==> src/rtl/id_ex_stage_pkg.sv <==
// Shared definitions for the decode/issue stage: widths, opcodes, instruction
// field positions and the decoded-control bundle.
package id_ex_stage_pkg;

  localparam int W  = 16;
  localparam int RA = 4;

  localparam logic [3:0] OP_AND = 4'h0;
  localparam logic [3:0] OP_OR  = 4'h1;
  localparam logic [3:0] OP_ADD = 4'h2;
  localparam logic [3:0] OP_SUB = 4'h6;
  localparam logic [3:0] OP_SLT = 4'h7;
  localparam logic [3:0] OP_LW  = 4'h8;
  localparam logic [3:0] OP_SW  = 4'hA;
  localparam logic [3:0] OP_BNE = 4'hE;

  localparam int OP_MSB  = 15;
  localparam int OP_LSB  = 12;
  localparam int RS_MSB  = 11;
  localparam int RS_LSB  = 8;
  localparam int RT_MSB  = 7;
  localparam int RT_LSB  = 4;
  localparam int IMM_MSB = 3;
  localparam int IMM_LSB = 0;

  typedef struct packed {
    logic [3:0] alu_op;
    logic       y_imm;    // Y comes from sext(imm4) instead of rt
    logic       rd_rt;    // destination is the rt field instead of [3:0]
    logic       wb_req;   // op writes back if its destination is not r0
    logic       mem_rd;
    logic       mem_wr;
    logic       branch;
    logic       illegal;
  } dec_t;

endpackage

==> src/rtl/id_ex_stage_op_decode.sv <==
// Combinational opcode decode: maps the 4-bit op onto operand-select and
// writeback/memory/branch control bits.
module op_decode
  import id_ex_stage_pkg::*;
(
  input  logic [3:0] op,
  output dec_t       dec
);

  always_comb begin
    dec        = '0;
    dec.alu_op = op;
    case (op)
      OP_AND, OP_OR, OP_ADD, OP_SUB, OP_SLT: begin
        dec.wb_req = 1'b1;
      end
      OP_LW: begin
        dec.y_imm  = 1'b1;
        dec.rd_rt  = 1'b1;
        dec.wb_req = 1'b1;
        dec.mem_rd = 1'b1;
      end
      OP_SW: begin
        dec.y_imm  = 1'b1;
        dec.mem_wr = 1'b1;
      end
      OP_BNE: begin
        dec.branch = 1'b1;
      end
      default: begin
        // Unknown ops still flow downstream but must be side-effect free.
        dec.illegal = 1'b1;
        dec.alu_op  = OP_AND;
      end
    endcase
  end

endmodule

==> src/rtl/id_ex_stage.sv <==
// Decode/issue pipeline register feeding the 16-bit ALU: operand select with
// forwarding, single-entry valid/ready register, flush on taken branch.
module id_ex_stage
  import id_ex_stage_pkg::*;
#(
  parameter int W  = id_ex_stage_pkg::W,
  parameter int RA = id_ex_stage_pkg::RA
) (
  input  logic          clk,
  input  logic          rst,
  input  logic          in_valid,
  output logic          in_ready,
  input  logic [15:0]   in_instr,
  input  logic [15:0]   in_pc,
  output logic [RA-1:0] rs_addr,
  output logic [RA-1:0] rt_addr,
  input  logic [W-1:0]  rs_data,
  input  logic [W-1:0]  rt_data,
  input  logic          fwd_en,
  input  logic [RA-1:0] fwd_addr,
  input  logic [W-1:0]  fwd_data,
  input  logic          flush,
  output logic          out_valid,
  input  logic          out_ready,
  output logic [W-1:0]  alu_x,
  output logic [W-1:0]  alu_y,
  output logic [3:0]    alu_op,
  output logic          alu_cin,
  output logic [W-1:0]  store_data,
  output logic [RA-1:0] out_rd,
  output logic          wb_en,
  output logic          mem_rd,
  output logic          mem_wr,
  output logic          branch,
  output logic [15:0]   out_pc,
  output logic          illegal
);

  function automatic logic [W-1:0] operand_sel(input logic [RA-1:0] addr,
                                               input logic [W-1:0]  rf_data,
                                               input logic          f_en,
                                               input logic [RA-1:0] f_addr,
                                               input logic [W-1:0]  f_data);
    if (addr == '0)                    return '0;
    else if (f_en && (f_addr == addr)) return f_data;
    else                               return rf_data;
  endfunction

  dec_t                dec;
  logic [3:0]          imm4;
  logic signed [W-1:0] imm_sext;
  logic [W-1:0]        rs_val, rt_val;
  logic [RA-1:0]       dst;
  logic                accept;

  logic          valid_q, valid_d;
  logic [W-1:0]  alu_x_q, alu_x_d, alu_y_q, alu_y_d, store_q, store_d;
  logic [3:0]    alu_op_q, alu_op_d;
  logic [RA-1:0] rd_q, rd_d;
  logic          wb_q, wb_d, mem_rd_q, mem_rd_d, mem_wr_q, mem_wr_d;
  logic          branch_q, branch_d, illegal_q, illegal_d;
  logic [15:0]   pc_q, pc_d;

  op_decode u_dec (
    .op  (in_instr[OP_MSB:OP_LSB]),
    .dec (dec)
  );

  assign rs_addr  = in_instr[RS_MSB:RS_LSB];
  assign rt_addr  = in_instr[RT_MSB:RT_LSB];
  assign imm4     = in_instr[IMM_MSB:IMM_LSB];
  assign imm_sext = {{(W-4){imm4[3]}}, imm4};
  assign rs_val   = operand_sel(rs_addr, rs_data, fwd_en, fwd_addr, fwd_data);
  assign rt_val   = operand_sel(rt_addr, rt_data, fwd_en, fwd_addr, fwd_data);
  assign dst      = dec.rd_rt ? rt_addr : imm4;

  assign in_ready = !valid_q || out_ready;
  assign accept   = in_valid && in_ready;

  always_comb begin
    valid_d   = valid_q;
    alu_x_d   = alu_x_q;
    alu_y_d   = alu_y_q;
    alu_op_d  = alu_op_q;
    store_d   = store_q;
    rd_d      = rd_q;
    wb_d      = wb_q;
    mem_rd_d  = mem_rd_q;
    mem_wr_d  = mem_wr_q;
    branch_d  = branch_q;
    illegal_d = illegal_q;
    pc_d      = pc_q;
    // Flush wins over both capture and drain.
    if (flush) begin
      valid_d = 1'b0;
    end else if (accept) begin
      valid_d   = 1'b1;
      alu_x_d   = rs_val;
      alu_y_d   = dec.y_imm ? imm_sext : rt_val;
      alu_op_d  = dec.alu_op;
      store_d   = dec.mem_wr ? rt_val : '0;
      wb_d      = dec.wb_req && (dst != '0);
      rd_d      = (dec.wb_req && (dst != '0)) ? dst : '0;
      mem_rd_d  = dec.mem_rd;
      mem_wr_d  = dec.mem_wr;
      branch_d  = dec.branch;
      illegal_d = dec.illegal;
      pc_d      = in_pc;
    end else if (out_ready) begin
      valid_d = 1'b0;
    end
  end

  always_ff @(posedge clk or posedge rst) begin
    if (rst) begin
      valid_q   <= 1'b0;
      alu_x_q   <= '0;
      alu_y_q   <= '0;
      alu_op_q  <= '0;
      store_q   <= '0;
      rd_q      <= '0;
      wb_q      <= 1'b0;
      mem_rd_q  <= 1'b0;
      mem_wr_q  <= 1'b0;
      branch_q  <= 1'b0;
      illegal_q <= 1'b0;
      pc_q      <= '0;
    end else begin
      valid_q   <= valid_d;
      alu_x_q   <= alu_x_d;
      alu_y_q   <= alu_y_d;
      alu_op_q  <= alu_op_d;
      store_q   <= store_d;
      rd_q      <= rd_d;
      wb_q      <= wb_d;
      mem_rd_q  <= mem_rd_d;
      mem_wr_q  <= mem_wr_d;
      branch_q  <= branch_d;
      illegal_q <= illegal_d;
      pc_q      <= pc_d;
    end
  end

  assign out_valid  = valid_q;
  assign alu_x      = alu_x_q;
  assign alu_y      = alu_y_q;
  assign alu_op     = alu_op_q;
  assign alu_cin    = 1'b0;
  assign store_data = store_q;
  assign out_rd     = rd_q;
  assign wb_en      = wb_q;
  assign mem_rd     = mem_rd_q;
  assign mem_wr     = mem_wr_q;
  assign branch     = branch_q;
  assign out_pc     = pc_q;
  assign illegal    = illegal_q;

endmodule

==> config.mk <==
export PLATFORM = sky130hd
export DESIGN_NAME = id_ex_stage
export DESIGN_NICKNAME = d
export VERILOG_FILES = /design/src/rtl/id_ex_stage_pkg.sv /design/src/rtl/id_ex_stage_op_decode.sv /design/src/rtl/id_ex_stage.sv
export SDC_FILE = /design/constraint.sdc
export NUM_CORES = 1
export LEC_CHECK = 0
export BUFFER_PORTS_ARGS = -buffer_cell sky130_fd_sc_hd__buf_4
export CAP_MARGIN = 30
export CELL_PAD_IN_SITES_DETAIL_PLACEMENT = 1
export CELL_PAD_IN_SITES_GLOBAL_PLACEMENT = 2
export CORE_MARGIN = 2
export CORE_UTILIZATION = 30
export DETAILED_ROUTE_END_ITERATION = 12
export HOLD_SLACK_MARGIN = 0.03
export PLACE_DENSITY = 0.83
export SYNTH_ARGS = -nofsm -noshare
export SYNTH_HDL_FRONTEND = slang
export SYNTH_HIERARCHICAL = 1
export SYNTH_SLANG_ARGS = --single-unit
==> constraint.sdc <==
create_clock -name clk -period 5.2 [get_ports clk]
set_input_delay 1.04 -clock clk [delete_from_list [all_inputs] [get_ports clk]]
set_output_delay 1.04 -clock clk [all_outputs]
set_load 0.03 [all_outputs]
After elaboration in Yosys (flattened, before gate mapping) --
Cells that the tools add are included.
Word-level totals: output and inout bits 88, word-level logic and storage cells 55, flip-flop bits (word level) 78, input bits 90
Operators by class: bitwise gates (word level) 1, eq/ne operators 9, multiplexer cells 18, reduce and logical (&&, ||, !) cells 15
Operators by type and width (number):
- $mux W16 | 6
- $eq A4 B4 Y1 const B | 3
- $logic_not A4 Y1 | 3
- $mux W4 | 3
- $mux W1 | 9
- $eq A4 B3 Y1 const B | 2
- $eq A4 B4 Y1 | 2
- $reduce_or A8 Y1 | 1
- $reduce_or A6 Y1 | 1
- $eq A4 B1 Y1 const B | 1
- $eq A4 B2 Y1 const B | 1
- $logic_and A1 B1 Y1 | 4
- $reduce_bool A4 Y1 | 1
- $reduce_bool A3 Y1 | 1
- $reduce_and A2 Y1 | 1
- $reduce_or A2 Y1 | 1
- $logic_not A1 Y1 | 1
- $logic_or A1 B1 Y1 | 1
- $not A1 Y1 | 1

Longest topological paths before layout --
Gate-level depths: netlist of run 1.
depth in word-level cells 6, mapped depth 7, gate-level depth less buffers 6

Hierarchy --
The synthesis of run 1 kept the hierarchy.
By module, submodules not included:
- id_ex_stage | area each 4096.4 µm², cells each 395, instances 1, seq. area each 1951.9 µm²
- op_decode | area each 113.9 µm², cells each 19, instances 1, seq. area each 0.0 µm²

Worst setup path after synthesis of run 1 --
No wires, ideal clock.
kind in2out, from input out_ready, to output in_ready, path buffers 1, required time 4.160 ns, stages on the path 3, path slack 2.705 ns, data arrival time 1.455 ns, cell sequence nor2b_1 -> buf_6 -> inv_1
Between the ends: longest elaborated chain between the ends 1
Ends and longest elaborated chain:
- from (decl) | RTL line id_ex_stage.sv:24 | input logic out_ready,
- $logic_or A1 B1 Y1 | RTL line id_ex_stage.sv:77 | assign in_ready = !valid_q || out_ready;
- to (decl) | RTL line id_ex_stage.sv:12 | output logic in_ready,
Every way passes these cells.

Worst setup path after layout of run 1 --
Ends and elaborated chain as after synthesis.

==> results of run 1 <==
-- state kept, by name, summed over array words and instances (netlist names), 4 cells and up --
signal	flops
out_rd	4
alu_x	16
alu_y	16
out_pc	16
store_data	16
alu_op	4
-- worst min path at each step --
stage / endpoint / start / slack (ps)
after CTS: store_data[9]$_DFFE_PP0P_ / store_data[9]$_DFFE_PP0P_ / 500
after detailed placement: store_data[9]$_DFFE_PP0P_ / store_data[9]$_DFFE_PP0P_ / 490
after global placement: wb_en$_DFFE_PP0P_ / wb_en$_DFFE_PP0P_ / 470
final: store_data[9]$_DFFE_PP0P_ / store_data[9]$_DFFE_PP0P_ / 500
after floorplan: wb_en$_DFFE_PP0P_ / wb_en$_DFFE_PP0P_ / 660
after global routing: alu_x[1]$_DFFE_PP0P_ / alu_x[1]$_DFFE_PP0P_ / 520
-- Yosys cell counts, types with 5 or more instances --
master | number | area share (%)
mux2_4 | 22 | 7.8
o211ai_1 | 47 | 8.4
buf_4 | 13 | 2.3
nor3_1 | 5 | 0.59
nor2_1 | 10 | 0.89
nand4_1 | 48 | 7.1
buf_6 | 9 | 2.4
clkbuf_1 | 12 | 1.1
nand2_1 | 72 | 6.4
xnor2_1 | 5 | 1.0
a21oi_1 | 17 | 2.0
buf_2 | 14 | 1.7
dfrtp_1 | 78 | 46
nand3_1 | 16 | 1.9
-- logic make-up (layout without fill, tap and decap cells) --
group | Yosys count | count (layout)
AO/OA/AOI/OAI | 76 | 76
XOR/XNOR | 8 | 8
buffers and inverters | 51 | 201
flip-flops | 78 | 78
multiplexers | 28 | 28
other | 1 | 1
AND/OR/NAND/NOR | 172 | 172
-- worst register-to-register path, cell delays in order (launching register included) --
cell,delay [ps]
dfrtp_1,360
nor2b_1,130
buf_4,210
or2_4,660
buf_4,480
a21oi_1,130
nand3_1,150
-- through the flow --
step	instance area, um2	hold WS, ps	cells	utilization [%]
finish	5790	495	744	42.0
global placement	5500	468	728	40.0
CTS	5790	500	744	42.0
detailed placement	5530	488	730	40.2
global route	5790	516	744	42.0
floorplan	4210	659	414	-
-- power by group through the flow --
stage               sequential, mW  clock [mW]  combinational (mW)
global placement             0.745           0               0.583
floorplan                    0.898           0               0.191
finish                       0.737       0.573               0.593
detailed placement           0.748           0               0.598
CTS                          0.738       0.588               0.600
global route                 0.746       0.613               0.629
-- layout make-up --
type / instances / area (um2) / area share (%)
flip-flops and latches: 78 / 1950 / 33.7
clock inverters: 2 / 10.0 / 0.173
inverters: 3 / 12.5 / 0.216
repair buffers: 184 / 1400 / 24.1
well taps: 180 / 225 / 3.89
multi-input cells: 285 / 1950 / 33.6
clock buffers: 12 / 246 / 4.26
-- layer usage --
layer,share of wire [%],GRT usage [%],vias up
met5,0,0,-
met4,2.6,8.55,0
met3,4.8,2.65,25
met2,50,31.3,118
met1,43,25.2,1953
li1,-,-,1792
==> results.py, run 1 <==
metrics = {
    "status": {
        "status": "completed",
    },
    "logic_synthesis": {
        "seq_area_frac_synth_pct": 46.4,
        "ys_types": 41,
        "synth-edff-count": 0,
        "yosys_warnings": 6,
        "synthMuxAreaShare_pct": 9.33,
        "netlist_area_um2": 4210,
        "synth-seq-cells": 78,
        "synth_top_family_by_area": "simple AND/OR/NAND/NOR gates",
        "syn_area_per_cell_um2": 10.2,
        "synthCells": 414,
        "yosys.area_share.simple_pct": 22.0,
        "synth_fp_nets": 504,
        "synth_compound_area_share_pct": 12.8,
        "synthAdderAreaFrac_pct": 0,
        "synth_flop_cell": "dfrtp_1",
        "async_flop_share_pct": 100,
        "synth-xor-area-share_pct": 1.66,
    },
    "floorplan": {
        "die_y_um": 122,
        "ioPinCount": 178,
        "rows": 43,
        "die_area_um2": 15000,
        "core_um2": 13800,
        "start_util_pct": 30.6,
        "die_x_um": 122,
    },
    "clocking": {
        "cts.sinks": 78,
        "clk_latency_ps": 340,
        "hold_buffers": 0,
        "cts_made_buffers": 9,
        "clock-root-buffer": "clkbuf_16",
        "cts.repair_timing.setup_buffer_count": 0,
        "htree_levels": 3,
        "clockBufferDepth": 2,
        "worst_setup_hold_path_clk_slew_ps": 60,
        "ctsResizeCount": 0,
        "tritoncts": "yes",
    },
    "worst_hold_path": {
        "hold_path_class": "flip-flop to flip-flop",
        "hold_path_depth": 2,
    },
    "sta": {
        "slew_headroom_pct": 35.1,
        "rsz0062_at_grt": "false",
        "skew_ps": 3.73,
        "period_share_pct": 52.3,
        "slew_violations": 0,
        "worst-slew-pin-transition_ps": 969,
        "setup_viol": 0,
        "tns_ps": 0,
        "fmax_mhz": 368,
        "worst_slack_ps": 2480,
        "finalHoldViolCount": 0,
        "period_minus_slack_ps": 2720,
    },
    "power": {
        "p_seq_share_pct": 38.7,
        "p_switching_mw": 0.648,
        "p_clk_share_pct": 30.1,
        "internal_power_mw": 1.26,
        "fin_total_pwr_mw": 1.90,
        "ir_drop_mv": 0.139,
        "swShare_pct": 34.1,
        "power_density_nw_per_um2": 329,
        "p_leak_nw": 2.66,
        "combPwrFrac_pct": 31.2,
    },
    "setup_path": {
        "r2r_end": "alu_y[14]$_DFFE_PP0P_",
        "arrival_ps": 1680,
        "cp_num_cells": 5,
        "critPathCaptureType": "output pin",
        "cp-endpoint": "in_ready",
        "required_ps": 4160,
        "critPathSlowestCell": "buf_4",
        "crit_buf_inv": 4,
        "critPathMaxStageDelay_ps": 210,
        "r2r-start": "out_valid$_DFFE_PP0P_",
        "startpoint": "out_ready",
        "r2r_cells": 6,
        "start_kind": "input port",
        "ff2ff_setup_slack_ps": 3010,
        "crit_top_cell": "buf_4",
        "crit_chain": "buf_4 -> nor2b_1 -> buf_4 -> inv_1 -> buf_4",
        "critical-path-top-delay-family": "buffers and inverters",
        "critPathKind": "input port to output pin",
        "cp_max_fo": 10,
    },
    "finish": {
        "filler_cell_count": 1570,
        "layout_common_cells": "buf_4, dfrtp_1, nand2_1",
        "layout_commonest_cell": "buf_4",
        "drive_gt1_share_pct": 42.0,
        "num_antenna_cells": 0,
        "final_nets": 651,
        "area_growth_pct": 37.5,
    },
    "drt": {
        "wl_um": 14300,
        "detailroute.via_count": 3888,
        "via_per_inst": 5.23,
        "drc": 0,
        "drt_pass1_iterations": 4,
        "first_iter_violations": 251,
        "routedWlPerCell_um": 19.2,
        "antenna_left": 0,
    },
    "global_route": {
        "grt_pass1_wl_um": 22100,
        "globalRoute.totalOverflow": 0,
        "grt_pass1_vias": 4066,
        "antenna_found_initial": 0,
        "grt_max_degree": 54,
        "grt_use_total_pct": 19.1,
    },
    "job": {
        "cap_violations": 0,
    },
    "placed_design": {
        "gp_congestion": 0.756,
        "hpwl_um": 10400,
        "portBuffers": 176,
        "dp_slack_ps": 2180,
    },
}
No activity file was read; power rests on OpenSTA's default activity.
==> run 2, diff against run 1 <==
--- a/config.mk
+++ b/config.mk
@@ -10,10 +10,10 @@
 export CELL_PAD_IN_SITES_DETAIL_PLACEMENT = 1
 export CELL_PAD_IN_SITES_GLOBAL_PLACEMENT = 2
 export CORE_MARGIN = 2
-export CORE_UTILIZATION = 30
+export CORE_UTILIZATION = 28
 export DETAILED_ROUTE_END_ITERATION = 12
 export HOLD_SLACK_MARGIN = 0.03
-export PLACE_DENSITY = 0.83
+export PLACE_DENSITY = 0.78
 export SYNTH_ARGS = -nofsm -noshare
 export SYNTH_HDL_FRONTEND = slang
 export SYNTH_HIERARCHICAL = 1
==> constraint.sdc (replaced) <==
create_clock -name clk -period 2.8 [get_ports clk]
set_input_delay 0.56 -clock clk [delete_from_list [all_inputs] [get_ports clk]]
set_output_delay 0.56 -clock clk [all_outputs]
set_load 0.03 [all_outputs]
==> run 2 against run 1 <==
Effect of this change:
- power up 93%
- utilization decreased by 1.3 points
- sequential power is 86% higher
- register-to-register slack worse by 1900 ps
==> results.py, run 2 (synthesis gave the netlist of run 1 again) <==
metrics = {
    "sta": {
        "worst-slew-pin-transition_ps": 527,
        "rsz0062_at_grt": "false",
        "fmax_mhz": 525,
        "period_minus_slack_ps": 1900,
        "slew_headroom_pct": 64.5,
        "period_share_pct": 68.0,
        "skew_ps": 4.79,
        "setup_viol": 0,
        "slew_violations": 0,
        "tns_ps": 0,
        "finalHoldViolCount": 0,
    },
    "power": {
        "ir_drop_mv": 0.302,
        "p_leak_nw": 2.74,
        "power_density_nw_per_um2": 620,
    },
    "global_route": {
        "grt_pass1_wl_um": 23300,
        "grt_pass1_vias": 4241,
        "grt_max_degree": 79,
        "grt_use_total_pct": 18.5,
        "antenna_found_initial": 0,
        "globalRoute.totalOverflow": 0,
    },
    "finish": {
        "postLayoutCoreUtil_pct": 40.7,
        "layout_common_cells": "buf_4, dfrtp_1, nand2_1",
        "drive_gt1_share_pct": 43.4,
        "final_nets": 661,
        "area_growth_pct": 41.0,
        "num_antenna_cells": 0,
        "layout_commonest_cell": "buf_4",
    },
    "status": {
        "status": "completed",
    },
    "floorplan": {
        "rows": 44,
        "die_y_um": 127,
        "core_um2": 14600,
        "start_util_pct": 28.9,
        "die_x_um": 127,
        "die_area_um2": 16000,
        "ioPinCount": 178,
    },
    "clocking": {
        "ctsResizeCount": 0,
        "worst_setup_hold_path_clk_slew_ps": 60,
        "htree_levels": 3,
        "hold_buffers": 0,
        "clock-root-buffer": "clkbuf_16",
        "tritoncts": "yes",
        "cts.sinks": 78,
        "clockBufferDepth": 2,
        "cts_made_buffers": 9,
        "clk_latency_ps": 340,
        "cts.repair_timing.setup_buffer_count": 0,
    },
    "drt": {
        "drt_pass1_iterations": 4,
        "detailroute.via_count": 3950,
        "routedWlPerCell_um": 19.1,
        "first_iter_violations": 183,
        "via_per_inst": 5.20,
        "antenna_left": 0,
        "wl_um": 14600,
        "drc": 0,
    },
    "setup_path": {
        "required_ps": 2240,
        "crit_top_cell": "buf_4",
        "crit_chain": "nor2b_1 -> buf_4 -> inv_1 -> buf_4",
        "crit_buf_inv": 3,
        "critPathMaxStageDelay_ps": 350,
        "cp_max_fo": 9,
        "critical-path-top-delay-family": "buffers and inverters",
        "critPathCaptureType": "output pin",
        "critPathKind": "flip-flop to output pin",
        "arrival_ps": 1340,
        "start_kind": "flip-flop",
        "critPathSlowestCell": "dfrtp_1",
    },
    "placed_design": {
        "gp_congestion": 0.761,
        "portBuffers": 176,
        "hpwl_um": 10500,
    },
    "job": {
        "cap_violations": 0,
    },
    "worst_hold_path": {
        "hold_path_class": "input port to asynchronous set/reset pin",
    },
}
## run 2: worst paths after layout
kind	slack [ps]	startpoint	depth (start not counted)	end
min in group clk	380	flush	2	out_valid$_DFFE_PP0P_
worst min-delay path	320	rst	3	out_pc[2]$_DFFE_PP0P_
worst max-delay path	900	out_valid$_DFFE_PP0P_	4	in_ready
worst max register to register	1110	out_valid$_DFFE_PP0P_	4	mem_wr$_DFFE_PP0P_
worst min register to register	490	wb_en$_DFFE_PP0P_	2	wb_en$_DFFE_PP0P_
max in group asynchronous	2140	rst	3	store_data[8]$_DFFE_PP0P_
## run 2: layout make-up
cell class	instances	area (um2)
inverter	3	12.5
timing repair buffer	194	1490
clock buffer	12	256
multi-input combinational	285	1950
fill	1664	8650
clock inverter	4	45.0
sequential	78	1950
tap	184	230
## run 2: worst reg2reg max path: cells and delay by family, from the launching register on
family        cells  cell delay (ps)
mux               1              310
buf+inv           1              280
simple gates      2              640
flops             1              350
## run 2: metrics by stage
| stage | hold WS [ps] | total power [mW] | cell area, um2 | worst slack, ps | cells |
|---|---|---|---|---|---|
| 6_report | 316 | 3.68 | 5940 | 896 | 760 |
| 5_1_grt | 361 | 3.85 | 5940 | 809 | 760 |
| 4_1_cts | 335 | 3.74 | 5940 | 878 | 760 |
| 3_5_place_dp | 478 | 2.51 | 5640 | 678 | 744 |
| 3_3_place_gp | 471 | 2.49 | 5640 | 724 | 744 |
| 2_1_floorplan | 626 | 2.02 | 4210 | 245 | 414 |
## run 2: power by group
part	internal (mW)	switching, mW
registers	1.28	0.0915
clock network	0.735	0.468
logic	0.454	0.659
## run 2: routing by layer
layer | wire length (um) | track usage, % | up-vias | part of all wire, %
met2 | 7490 | 31.1 | 117 | 51
li1 | - | - | 1818 | -
met3 | 692 | 3.42 | 16 | 4.8
met5 | 0 | 0 | - | 0
met1 | 6110 | 23.9 | 1999 | 42
met4 | 261 | 6.27 | 0 | 1.8
